File: src/rtl/dispensador_pkg.sv
// Shared FSM state encoding and coin denominations for the change dispenser.
// Coin values are expressed in 100-colon units to match the credit/price inputs.
package dispensador_pkg;

    typedef enum logic [2:0] {
        IDLE    = 3'd0,
        CALC    = 3'd1,
        REQ500  = 3'd2,
        WAIT500 = 3'd3,
        REQ100  = 3'd4,
        WAIT100 = 3'd5,
        DONE    = 3'd6,
        ERR     = 3'd7
    } estado_e;

    localparam logic [2:0] ST_IDLE    = IDLE;
    localparam logic [2:0] ST_CALC    = CALC;
    localparam logic [2:0] ST_REQ500  = REQ500;
    localparam logic [2:0] ST_WAIT500 = WAIT500;
    localparam logic [2:0] ST_REQ100  = REQ100;
    localparam logic [2:0] ST_WAIT100 = WAIT100;
    localparam logic [2:0] ST_DONE    = DONE;
    localparam logic [2:0] ST_ERR     = ERR;

    localparam int COIN500_UNITS = 5;
    localparam int COIN100_UNITS = 1;

    function automatic logic en_handshake(input logic [2:0] st);
        return (st == ST_REQ500) || (st == ST_WAIT500) ||
               (st == ST_REQ100) || (st == ST_WAIT100);
    endfunction

endpackage

File: src/rtl/dispensador_cambio_if.sv
// Dispenser control bus: request/price inputs, coin mechanism 4-phase handshake, status.
// master = vending controller + coin mechanism, slave = dispenser FSM.
interface dispensador_cambio_if #(
    parameter int CREDIT_W = 12
);
    logic                start;
    logic [CREDIT_W-1:0] credito;
    logic [CREDIT_W-1:0] precio;
    logic                coin_ack;
    logic                req500;
    logic                req100;
    logic                busy;
    logic                done;
    logic                err_fondos;
    logic                fault;

    modport master (
        output start, credito, precio, coin_ack,
        input  req500, req100, busy, done, err_fondos, fault
    );

    modport slave (
        input  start, credito, precio, coin_ack,
        output req500, req100, busy, done, err_fondos, fault
    );
endinterface

File: src/rtl/dispensador_timer.sv
// Per-state handshake watchdog: expired is high during the LIMIT-th cycle spent in one state.
// Counter restarts on every state change (clr) and whenever no handshake is pending (en low).
module dispensador_timer #(
    parameter int LIMIT = 15
) (
    input  logic clk,
    input  logic rst,
    input  logic en,
    input  logic clr,
    output logic expired
);
    localparam int W = $clog2(LIMIT + 1);

    logic [W-1:0] cnt;

    always_ff @(posedge clk or posedge rst) begin
        if (rst)
            cnt <= '0;
        else if (!en || clr)
            cnt <= '0;
        else
            cnt <= cnt + 1'b1;
    end

    assign expired = en && (cnt == W'(LIMIT - 1));
endmodule

File: src/rtl/dispensador_cambio.sv
// Change dispenser FSM: greedy 500s then 100s over a 4-phase coin handshake; done 2 cycles after start on zero change.
// Waits on coin_ack indefinitely unless DISPENSADOR_TIMEOUT_EN adds a per-state watchdog that raises sticky fault.
module dispensador_cambio #(
    parameter int CREDIT_W    = 12,
    parameter int ACK_TIMEOUT = 15
) (
    input  logic clk,
    input  logic rst,
    dispensador_cambio_if.slave bus
);
    import dispensador_pkg::*;

    localparam logic signed [CREDIT_W:0] C500 = (CREDIT_W + 1)'(COIN500_UNITS);
    localparam logic signed [CREDIT_W:0] C100 = (CREDIT_W + 1)'(COIN100_UNITS);

    logic [2:0]              state;
    logic [2:0]              state_nx;
    logic signed [CREDIT_W:0] cambio;
    logic                    timeout;
    logic                    accept;

    assign accept = (state == ST_IDLE) && bus.start;

`ifdef DISPENSADOR_TIMEOUT_EN
    logic fault_q;

    dispensador_timer #(.LIMIT(ACK_TIMEOUT)) u_timer (
        .clk     (clk),
        .rst     (rst),
        .en      (en_handshake(state)),
        .clr     (state_nx != state),
        .expired (timeout)
    );

    always_ff @(posedge clk or posedge rst) begin
        if (rst)
            fault_q <= 1'b0;
        else if (timeout)
            fault_q <= 1'b1;
        else if (accept)
            fault_q <= 1'b0;
    end

    assign bus.fault = fault_q;
`else
    assign timeout   = 1'b0;
    assign bus.fault = 1'b0;
`endif

    always_comb begin
        state_nx = state;
        case (state)
            ST_IDLE:    if (bus.start) state_nx = ST_CALC;
            ST_CALC: begin
                if (cambio[CREDIT_W])    state_nx = ST_ERR;
                else if (cambio >= C500) state_nx = ST_REQ500;
                else if (cambio >= C100) state_nx = ST_REQ100;
                else                     state_nx = ST_DONE;
            end
            ST_REQ500:  if (bus.coin_ack)  state_nx = ST_WAIT500;
            ST_WAIT500: if (!bus.coin_ack) state_nx = ST_CALC;
            ST_REQ100:  if (bus.coin_ack)  state_nx = ST_WAIT100;
            ST_WAIT100: if (!bus.coin_ack) state_nx = ST_CALC;
            ST_DONE:    state_nx = ST_IDLE;
            ST_ERR:     state_nx = ST_IDLE;
            default:    state_nx = ST_IDLE;
        endcase
        if (timeout)
            state_nx = ST_IDLE;
    end

    always_ff @(posedge clk or posedge rst) begin
        if (rst)
            state <= ST_IDLE;
        else
            state <= state_nx;
    end

    // Change is committed on the ack edge so a coin is only deducted once it has left.
    always_ff @(posedge clk or posedge rst) begin
        if (rst)
            cambio <= '0;
        else if (accept)
            cambio <= $signed({1'b0, bus.credito}) - $signed({1'b0, bus.precio});
        else if (!timeout && (state == ST_REQ500) && bus.coin_ack)
            cambio <= cambio - C500;
        else if (!timeout && (state == ST_REQ100) && bus.coin_ack)
            cambio <= cambio - C100;
    end

    assign bus.req500     = (state == ST_REQ500);
    assign bus.req100     = (state == ST_REQ100);
    assign bus.busy       = (state != ST_IDLE);
    assign bus.done       = (state == ST_DONE);
    assign bus.err_fondos = (state == ST_ERR);
endmodule
File: src/flat_wrapper.sv
// flat-port wrapper written by rule: the top's interface ports become plain ports
module dispensador_cambio_flat import dispensador_pkg::*;
#(
    parameter int CREDIT_W    = 12,
    parameter int ACK_TIMEOUT = 15
)
  (clk, rst, bus_start, bus_credito, bus_precio, bus_coin_ack, bus_req500, bus_req100, bus_busy, bus_done, bus_err_fondos, bus_fault);
  dispensador_cambio_if #(.CREDIT_W(CREDIT_W)) bus_i ();
  input  logic clk;
  input  logic rst;
  input wire logic [$bits(bus_i.start)-1:0] bus_start;
  input wire logic [$bits(bus_i.credito)-1:0] bus_credito;
  input wire logic [$bits(bus_i.precio)-1:0] bus_precio;
  input wire logic [$bits(bus_i.coin_ack)-1:0] bus_coin_ack;
  output wire logic [$bits(bus_i.req500)-1:0] bus_req500;
  output wire logic [$bits(bus_i.req100)-1:0] bus_req100;
  output wire logic [$bits(bus_i.busy)-1:0] bus_busy;
  output wire logic [$bits(bus_i.done)-1:0] bus_done;
  output wire logic [$bits(bus_i.err_fondos)-1:0] bus_err_fondos;
  output wire logic [$bits(bus_i.fault)-1:0] bus_fault;
  assign bus_i.start = bus_start;
  assign bus_i.credito = bus_credito;
  assign bus_i.precio = bus_precio;
  assign bus_i.coin_ack = bus_coin_ack;
  assign bus_req500 = bus_i.req500;
  assign bus_req100 = bus_i.req100;
  assign bus_busy = bus_i.busy;
  assign bus_done = bus_i.done;
  assign bus_err_fondos = bus_i.err_fondos;
  assign bus_fault = bus_i.fault;
  dispensador_cambio #(.CREDIT_W(CREDIT_W), .ACK_TIMEOUT(ACK_TIMEOUT)) u_core (.clk(clk), .rst(rst), .bus(bus_i));
endmodule
File: config.mk
export PLATFORM = sky130hd
export DESIGN_NAME = dispensador_cambio_flat
export DESIGN_NICKNAME = d
export VERILOG_FILES = /design/src/rtl/dispensador_pkg.sv /design/src/rtl/dispensador_cambio_if.sv /design/src/rtl/dispensador_timer.sv /design/src/rtl/dispensador_cambio.sv /design/src/flat_wrapper.sv
export SDC_FILE = /design/constraint.sdc
export NUM_CORES = 1
export LEC_CHECK = 0
export CAP_MARGIN = 20
export CORE_MARGIN = 4
export CORE_UTILIZATION = 51
export CTS_CLUSTER_SIZE = 24
export DETAILED_ROUTE_END_ITERATION = 7
export PLACE_DENSITY = 0.93
export SYNTH_ARGS = -nofsm -noshare
export SYNTH_HDL_FRONTEND = slang
export SYNTH_SLANG_ARGS = --single-unit
File: constraint.sdc
create_clock -name clk -period 2.9 [get_ports clk]
set_input_delay 0.725 -clock clk [delete_from_list [all_inputs] [get_ports clk]]
set_output_delay 0.725 -clock clk [all_outputs]
set_load 0.01 [all_outputs]
==> metrics.cfg, run 1 <==
[run_status]
outcome=finished, final reports clean

[synthesis]
synth_area_leader_cell=dfrtp_1
synth_ff_type=dfrtp_1
synthTopCellsByArea=dfrtp_1, ha_1, xor2_1
synth_top_family_by_area=compound AO/OA/AOI/OAI gates
synthArstFlopShare_pct=100
synth-simple-area-share_pct=18.8
yosysSeqAreaShare_pct=26.0
synth_compound_area_share_pct=22.2
synth-xor-area-share_pct=10.8
synth_common_cells=inv_1, dfrtp_1, ha_1, nor2_1, nand2_1
ys_types=47
synthAdderAreaFrac_pct=12.7
ys_seq_elements=16
postSynthCellCount=186
synth_warnings=0
synth.area.mux_share_pct=2.68
synth_area_um2=1540
yosysMostFrequentCell=inv_1
synth_top_cell_area_share_pct=26.0
synth-edff-count=0
syn_area_per_cell_um2=8.28
syn_nets=229

[floorplanning]
dieHeight_um=63.0
rows=19
pin_count=34
fp.dieW_um=63.0
initial_core_util_pct=54.4
coreArea_um2=2830
die_area_um2=3960

[drt]
drc_errors=0
wirelength_um=3070
via_count=1399
first_pass_iters=4
wire_per_inst_um=12.3
drt_iter0_markers=58
via_per_inst=5.60
ant_nets=0

[clocking]
cts_tree=done
cts_buffer_depth=2
ctsHoldBuffers=0
cts-root-buf=clkbuf_4
insertion_delay_ns=0.28
path_clk_slew_ns=0.08
numCtsBuffers=3
cts_setup_buffers=0
post_cts_resize_count=0
htreeDepth=1
cts_sinks=16

[global_routing]
grt_pass1_vias=1237
grt_usage_pct=14.9
grt_pass1_wl_um=4930
grt_max_degree=17
overflow=0
antenna_found_initial=0

[setup_path]
rrSetupSlack_ns=0.67
worstPathArrival_ns=2.82
cp-start-kind=input port
crit_fanout=3
r2r-start=u_core.cambio[3]
path_class=in -> reg
worst_r2r_path_depth=6
critPathCaptureType=register
cp-endpoint=u_core.cambio[10]
cp.required_ns=3.04
startpoint=bus_credito[0]
r2r_end=u_core.state[2]

[power]
p_comb_share_pct=52.7
p_sw_mw=0.511
p_int_mw=0.716
seqPwrFrac_pct=38.4
p_clk_share_pct=8.9
p_leak_nw=0.877
finalPower_mw=1.23
ir_drop_mv=0.234
p_sw_share_pct=41.7
p_per_area_nw_per_um2=637

[layout]
final_cell_area_um2=1930
nets=264
fin_cells=250
nFillCells=232
area_growth_pct=25.0
multi_input_area_um2=1040
drive_gt1_share_pct=4.57
utilization_pct=68.1
n_antenna_cell=0
seqCellArea_um2=400

[placement]
pre_cts_ws_ns=-0.0160
placed_area_um2=1900
dp_cells=247
io_buffers=32
place.gp.congestion=0.825
dp_hpwl_um=2530

[timing]
min_period_ns=2.68
setup_viol=0
whs_ns=0.529
skew_ns=0.00519
worstMarginPinSlew_ns=0.611
rsz0062_at_grt=false
fmax_mhz=373
max_slew_margin_pct=59.2
hold_viol_final=0
tns_ns=0
period_share_pct=92.5
setup_ws_ns=0.216
drv_slew=0

[run]
maxCapViolCount=0

[worst_hold_path]
hold_path_class=reg -> reg

## flip-flops by register name (all words and copies together) (netlist names)
signal / flops
u_core.state: 3
u_core.cambio: 13
## logic make-up (layout without fill, tap and decap cells)
| group | count (synthesis) | after routing |
|---|---|---|
| other | 1 | 1 |
| XOR/XNOR | 19 | 19 |
| flip-flops | 16 | 16 |
| AO/OA/AOI/OAI | 52 | 52 |
| adder cells (fa/ha/maj) | 15 | 15 |
| AND/OR/NAND/NOR | 53 | 53 |
| buffers and inverters | 26 | 59 |
| multiplexers | 4 | 4 |
## worst max-delay path, cell delays in order
cell and delay, ns:
clkdlybuf4s50_1 0.47, inv_1 0.05, ha_1 0.20, fa_1 0.38, nor2b_1 0.17, o31a_1 0.19
o41ai_1 0.08, buf_4 0.15, o21bai_1 0.15, xnor2_1 0.14, o221ai_1 0.12
## cell type report
| type | count | area share, % |
|---|---|---|
| Multi-Input combinational cell | 144 | 53.9 |
| Sequential cell | 16 | 20.8 |
| Timing Repair Buffer | 36 | 18.2 |
| Inverter | 20 | 3.90 |
| Tap cell | 31 | 2.01 |
| Clock buffer | 3 | 1.17 |
## cells in the final DEF, fill, tap and decap left out, drive strengths merged, types with 8 or more instances in the layout
master          n
clkdlybuf4s50  32
dfrtp          16
xnor2           8
ha             14
inv            19
nand2          12
xor2           11
a21oi          10
o21ai          16
nor2           13
## power groups by stage
| stage | combinational [mW] | sequential, mW | clock [mW] |
|---|---|---|---|
| 6_report | 0.646 | 0.471 | 0.110 |
| 2_1_floorplan | 0.521 | 0.416 | 0 |
| 3_3_place_gp | 0.620 | 0.465 | 0 |
| 4_1_cts | 0.648 | 0.469 | 0.114 |
| 5_1_grt | 0.724 | 0.486 | 0.120 |
| 3_5_place_dp | 0.644 | 0.473 | 0 |
## metal layers
layer / GRT usage, % / part of all wire [%] / vias to the layer above
met2: 28.7 / 50 / 40
met4: 4.41 / 0.68 / 0
li1: - / - / 716
met3: 2.34 / 4.7 / 4
met5: 0 / 0 / -
met1: 16.5 / 44 / 639
## worst min-delay path by stage
stage / start / endpoint / depth (start not counted)
after floorplan: u_core.cambio[8] / u_core.cambio[8] / 1
after global placement: u_core.cambio[8] / u_core.cambio[8] / 1
after detailed placement: u_core.cambio[8] / u_core.cambio[8] / 1
after CTS: u_core.cambio[8] / u_core.cambio[8] / 1
after global routing: u_core.cambio[8] / u_core.cambio[8] / 1
final: u_core.cambio[8] / u_core.cambio[8] / 1
No activity file was read; power rests on OpenSTA's default activity.
==> run 2, diff against run 1 <==
--- a/config.mk
+++ b/config.mk
@@ -10,6 +10,7 @@
 export CORE_UTILIZATION = 51
 export CTS_CLUSTER_SIZE = 24
 export DETAILED_ROUTE_END_ITERATION = 7
+export MAX_ROUTING_LAYER = met4
 export PLACE_DENSITY = 0.93
 export SYNTH_ARGS = -nofsm -noshare
 export SYNTH_HDL_FRONTEND = slang
==> metrics.cfg, run 2 (synthesis gave the netlist of run 1 again) <==
[floorplanning]
pin_count=34  ; unchanged
initial_core_util_pct=54.4  ; unchanged
rows=19  ; unchanged
die_area_um2=3960  ; unchanged
coreArea_um2=2830  ; unchanged
fp.dieW_um=63.0  ; unchanged
dieHeight_um=63.0  ; unchanged

[drt]
drc_errors=0  ; unchanged
first_pass_iters=4  ; unchanged
wire_per_inst_um=12.3  ; unchanged
drt_iter0_markers=58  ; unchanged
ant_nets=0  ; unchanged
wirelength_um=3070  ; unchanged
via_count=1399  ; unchanged
via_per_inst=5.60  ; unchanged

[placement]
place.gp.congestion=0.837  ; +1.5%
dp_cells=247  ; unchanged
dp_hpwl_um=2530  ; unchanged
io_buffers=32  ; unchanged

[global_routing]
grt_usage_pct=15.3  ; +0.42 points
antenna_found_initial=0  ; unchanged
grt_pass1_vias=1237  ; unchanged
overflow=0  ; unchanged
grt_pass1_wl_um=4930  ; unchanged
grt_max_degree=17  ; unchanged

[setup_path]
cp-start-kind=input port
cp.required_ns=3.04  ; about the same
worst_r2r_path_depth=6  ; unchanged
critPathCaptureType=register
path_class=in -> reg
crit_fanout=3  ; unchanged
worstPathArrival_ns=2.82  ; about the same

[worst_hold_path]
hold_path_class=reg -> reg
whs_path_depth=1  ; unchanged

[clocking]
numCtsBuffers=3  ; unchanged
htreeDepth=1  ; unchanged
ctsHoldBuffers=0  ; unchanged
cts_buffer_depth=2  ; unchanged
cts_tree=done
insertion_delay_ns=0.28  ; about the same
cts-root-buf=clkbuf_4
cts_setup_buffers=0  ; unchanged
path_clk_slew_ns=0.08  ; about the same
cts_sinks=16  ; unchanged
post_cts_resize_count=0  ; unchanged

[run]
maxCapViolCount=0  ; unchanged

[timing]
period_share_pct=92.5  ; about the same
skew_ns=0.00519  ; unchanged
rsz0062_at_grt=false
setup_viol=0  ; unchanged
tns_ns=0  ; unchanged
fmax_mhz=373  ; about the same
worstMarginPinSlew_ns=0.611  ; unchanged
drv_slew=0  ; unchanged
max_slew_margin_pct=59.2  ; unchanged
hold_viol_final=0  ; unchanged
min_period_ns=2.68  ; -0.00000500 ns

[layout]
reg.largest.list=u_core.cambio (13), u_core.state (3)
mostFrequentLayoutCell=clkdlybuf4s50_1
largest_reg_flops=13  ; unchanged
n_antenna_cell=0  ; unchanged
top_register=u_core.cambio
area_growth_pct=25.0  ; unchanged
layout_common_cells=clkdlybuf4s50_1, inv_1, dfrtp_1, ha_1, nor2_1
drive_gt1_share_pct=4.57  ; unchanged
nFillCells=232  ; unchanged
nets=264  ; unchanged
fin_cells=250  ; unchanged

[power]
p_per_area_nw_per_um2=637  ; about the same
p_leak_nw=0.877  ; unchanged
finalPower_mw=1.23  ; about the same
ir_drop_mv=0.234  ; about the same

[run_status]
outcome=finished, final reports clean

[run 2: cell counts in the layout (fill, tap and decap cells not counted)]
Identical to the previous run, type by type.
[run 2: final timing paths]
kind	start	endpoint	slack (ns)
setup / recovery	bus_credito[0]	u_core.cambio[10]	0.22
hold / removal	u_core.cambio[8]	u_core.cambio[8]	0.53
setup reg to reg	u_core.cambio[3]	u_core.state[2]	0.67
hold reg to reg	u_core.cambio[8]	u_core.cambio[8]	0.53
max in group asynchronous	rst	u_core.cambio[9]	1.69
min in group asynchronous	rst	u_core.cambio[0]	0.81
[run 2: per-layer routing]
metal | wire length, um | share of wire (%) | GRT usage (%)
met5 | 0 | 0 | -
met4 | 21 | 0.68 | 4.41
met3 | 145 | 4.7 | 2.34
met2 | 1540 | 50 | 28.7
met1 | 1360 | 44 | 16.5
[run 2: stage by stage]
step | hold slack [ns] | cell area, um^2 | utilization, % | worst slack, ns
2_1_floorplan | 0.465 | 1540 | - | 0.471
3_3_place_gp | 0.488 | 1900 | 67.3 | 0.0185
3_5_place_dp | 0.523 | 1900 | 67.3 | -0.0160
4_1_cts | 0.533 | 1930 | 68.1 | 0.264
5_1_grt | 0.545 | 1930 | 68.1 | 0.111
6_report | 0.529 | 1930 | 68.1 | 0.216
[run 2: final cells by class]
| type | instances | area [um^2] | share of cell area, % |
|---|---|---|---|
| well taps | 31 | 38.8 | 2.01 |
| flip-flops and latches | 16 | 400 | 20.8 |
| clock buffers | 3 | 22.5 | 1.17 |
| repair buffers | 36 | 350 | 18.2 |
| multi-input cells | 144 | 1040 | 53.9 |
| inverters | 20 | 75.1 | 3.90 |
[run 2: critical path, cell delays in order]
cell and delay (ns):
clkdlybuf4s50_1 0.47, inv_1 0.05, ha_1 0.20, fa_1 0.38, nor2b_1 0.17, o31a_1 0.19, o41ai_1 0.08, buf_4 0.15
o21bai_1 0.15, xnor2_1 0.14, o221ai_1 0.12
[run 2: power by group]
part	switching, mW	leakage (nW)	internal (mW)
combinational	0.312	0.672	0.334
clock	0.0616	0.0138	0.0481
sequential	0.138	0.191	0.333
==> run 3, diff against run 2 <==
--- a/config.mk
+++ b/config.mk
@@ -7,11 +7,12 @@
 export LEC_CHECK = 0
 export CAP_MARGIN = 20
 export CORE_MARGIN = 4
-export CORE_UTILIZATION = 51
+export CORE_UTILIZATION = 55
 export CTS_CLUSTER_SIZE = 24
 export DETAILED_ROUTE_END_ITERATION = 7
 export MAX_ROUTING_LAYER = met4
-export PLACE_DENSITY = 0.93
+export PLACE_DENSITY = 0.86
+export SKIP_CTS_REPAIR_TIMING = 1
 export SYNTH_ARGS = -nofsm -noshare
 export SYNTH_HDL_FRONTEND = slang
 export SYNTH_SLANG_ARGS = --single-unit
==> constraint.sdc (replaced) <==
create_clock -name clk -period 3.3 [get_ports clk]
set_input_delay 0.825 -clock clk [delete_from_list [all_inputs] [get_ports clk]]
set_output_delay 0.825 -clock clk [all_outputs]
set_load 0.01 [all_outputs]
==> metrics.cfg, run 3 (synthesis gave the netlist of run 1 again) <==
[global_routing]
grt_pass1_wl_um=5250  ; +6.6%
grt_max_degree=17  ; unchanged
grt_usage_pct=18.9  ; +3.6 points
grt_pass1_vias=1351  ; +9.2%
antenna_found_initial=0  ; unchanged
overflow=0  ; unchanged

[drt]
ant_nets=0  ; unchanged
drt_iter0_markers=74  ; +28%
via_per_inst=5.64  ; +0.75%
drc_errors=0  ; unchanged
first_pass_iters=4  ; unchanged
wire_per_inst_um=12.8  ; +4.7%
wirelength_um=3160  ; +3.1%
via_count=1387  ; -0.86%

[setup_path]
worst_r2r_path_depth=6  ; unchanged
rrSetupSlack_ns=1.07  ; +0.40 ns
startpoint=bus_credito[0]
worstPathArrival_ns=2.92  ; +0.10 ns
crit_fanout=3  ; unchanged
cp.required_ns=3.45  ; +0.41 ns
cp-start-kind=input port
path_class=in -> reg
r2r_end=u_core.state[2]
r2r-start=u_core.cambio[3]
critPathCaptureType=register

[timing]
worstMarginPinSlew_ns=0.600  ; -0.0108 ns
hold_viol_final=0  ; unchanged
min_period_ns=2.77
max_slew_margin_pct=60.0  ; +0.72 points
period_share_pct=83.9
tns_ns=0  ; unchanged
setup_ws_ns=0.530  ; +0.314 ns
whs_ns=0.519  ; -0.00962 ns
skew_ns=0.00558  ; +0.000391 ns
drv_slew=0  ; unchanged
setup_viol=0  ; unchanged
fmax_mhz=361
rsz0062_at_grt=false

[floorplanning]
dieHeight_um=60.9  ; -3.2%
coreArea_um2=2570  ; -9.2%
pin_count=34  ; unchanged
die_area_um2=3710  ; -6.4%
rows=18  ; -1
initial_core_util_pct=60.0  ; +5.5 points
fp.dieW_um=60.9  ; -3.2%

[layout]
nFillCells=195  ; -16%
n_antenna_cell=0  ; unchanged
largest_reg_flops=13  ; unchanged
drive_gt1_share_pct=3.24  ; -1.3 points
final_cell_area_um2=1900  ; -1.2%
top_register=u_core.cambio
mostFrequentLayoutCell=clkdlybuf4s50_1
nets=261  ; -1.1%
layout_common_cells=clkdlybuf4s50_1, inv_1, dfrtp_1, ha_1, nor2_1
utilization_pct=74.1  ; +6.0 points
fin_cells=246  ; -1.6%
area_growth_pct=23.5
reg.largest.list=u_core.cambio (13), u_core.state (3)

[placement]
io_buffers=32  ; unchanged
pre_cts_ws_ns=0.228  ; +0.244 ns
place.gp.congestion=0.843  ; +0.65%
placed_area_um2=1880  ; -1.2%
dp_cells=243  ; -1.6%
dp_hpwl_um=2600  ; +2.8%

[power]
p_per_area_nw_per_um2=567  ; -11%
ir_drop_mv=0.424  ; +81%
p_leak_nw=0.863  ; -1.7%
finalPower_mw=1.08  ; -12%

[worst_hold_path]
holdPathEnd=u_core.cambio[8]
whs_path_depth=1  ; unchanged
min_from=u_core.cambio[8]
hold_path_class=reg -> reg

[clocking]
cts_buffer_depth=2  ; unchanged
cts-root-buf=clkbuf_4
numCtsBuffers=3  ; unchanged
cts_sinks=16  ; unchanged
insertion_delay_ns=0.28  ; about the same
htreeDepth=1  ; unchanged
path_clk_slew_ns=0.09  ; about the same
cts_tree=done

[run_status]
outcome=finished, final reports clean

[run]
maxCapViolCount=0  ; unchanged

==> run 3: changes by cell type in the layout (fill, tap and decap cells not counted) <==
cell | before | now
buf_4 | 4 | 1
==> run 3: where the power goes <==
group	internal (mW)	switching, mW
registers	0.293	0.122
logic	0.291	0.274
clock network	0.0423	0.0566
==> run 3: worst max-delay path by stage <==
| stage | end | slack [ns] | cells past startpoint |
|---|---|---|---|
| finish | u_core.cambio[10] | 0.53 | 11 |
| global route | u_core.cambio[10] | 0.36 | 11 |
| CTS | u_core.cambio[10] | 0.53 | 11 |
| detailed placement | u_core.cambio[10] | 0.23 | 11 |
| global placement | u_core.cambio[12] | 0.29 | 10 |
| floorplan | u_core.cambio[10] | 0.77 | 8 |
==> run 3: cell type report <==
class / instances / area, um^2 / share of cell area (%)
Sequential cell: 16 / 400 / 21.1
Clock buffer: 3 / 22.5 / 1.18
Multi-Input combinational cell: 144 / 1040 / 54.6
Inverter: 20 / 75.1 / 3.95
Tap cell: 30 / 37.5 / 1.97
Timing Repair Buffer: 33 / 328 / 17.2
==> run 3: layer usage <==
layer | global-route usage (%) | wire length [um]
met3 | 2.13 | 129
met2 | 34.2 | 1600
met4 | 7.74 | 42
met5 | - | 0
met1 | 20.9 | 1390
==> run 3: worst max-delay path, stage by stage <==
cell and delay, ns:
clkdlybuf4s50_1 0.45, inv_1 0.05, ha_1 0.20, fa_1 0.41, nor2b_1 0.17, o31a_1 0.18, o41ai_1 0.08, buf_4 0.15
o21bai_1 0.16, xnor2_1 0.14, o221ai_1 0.12
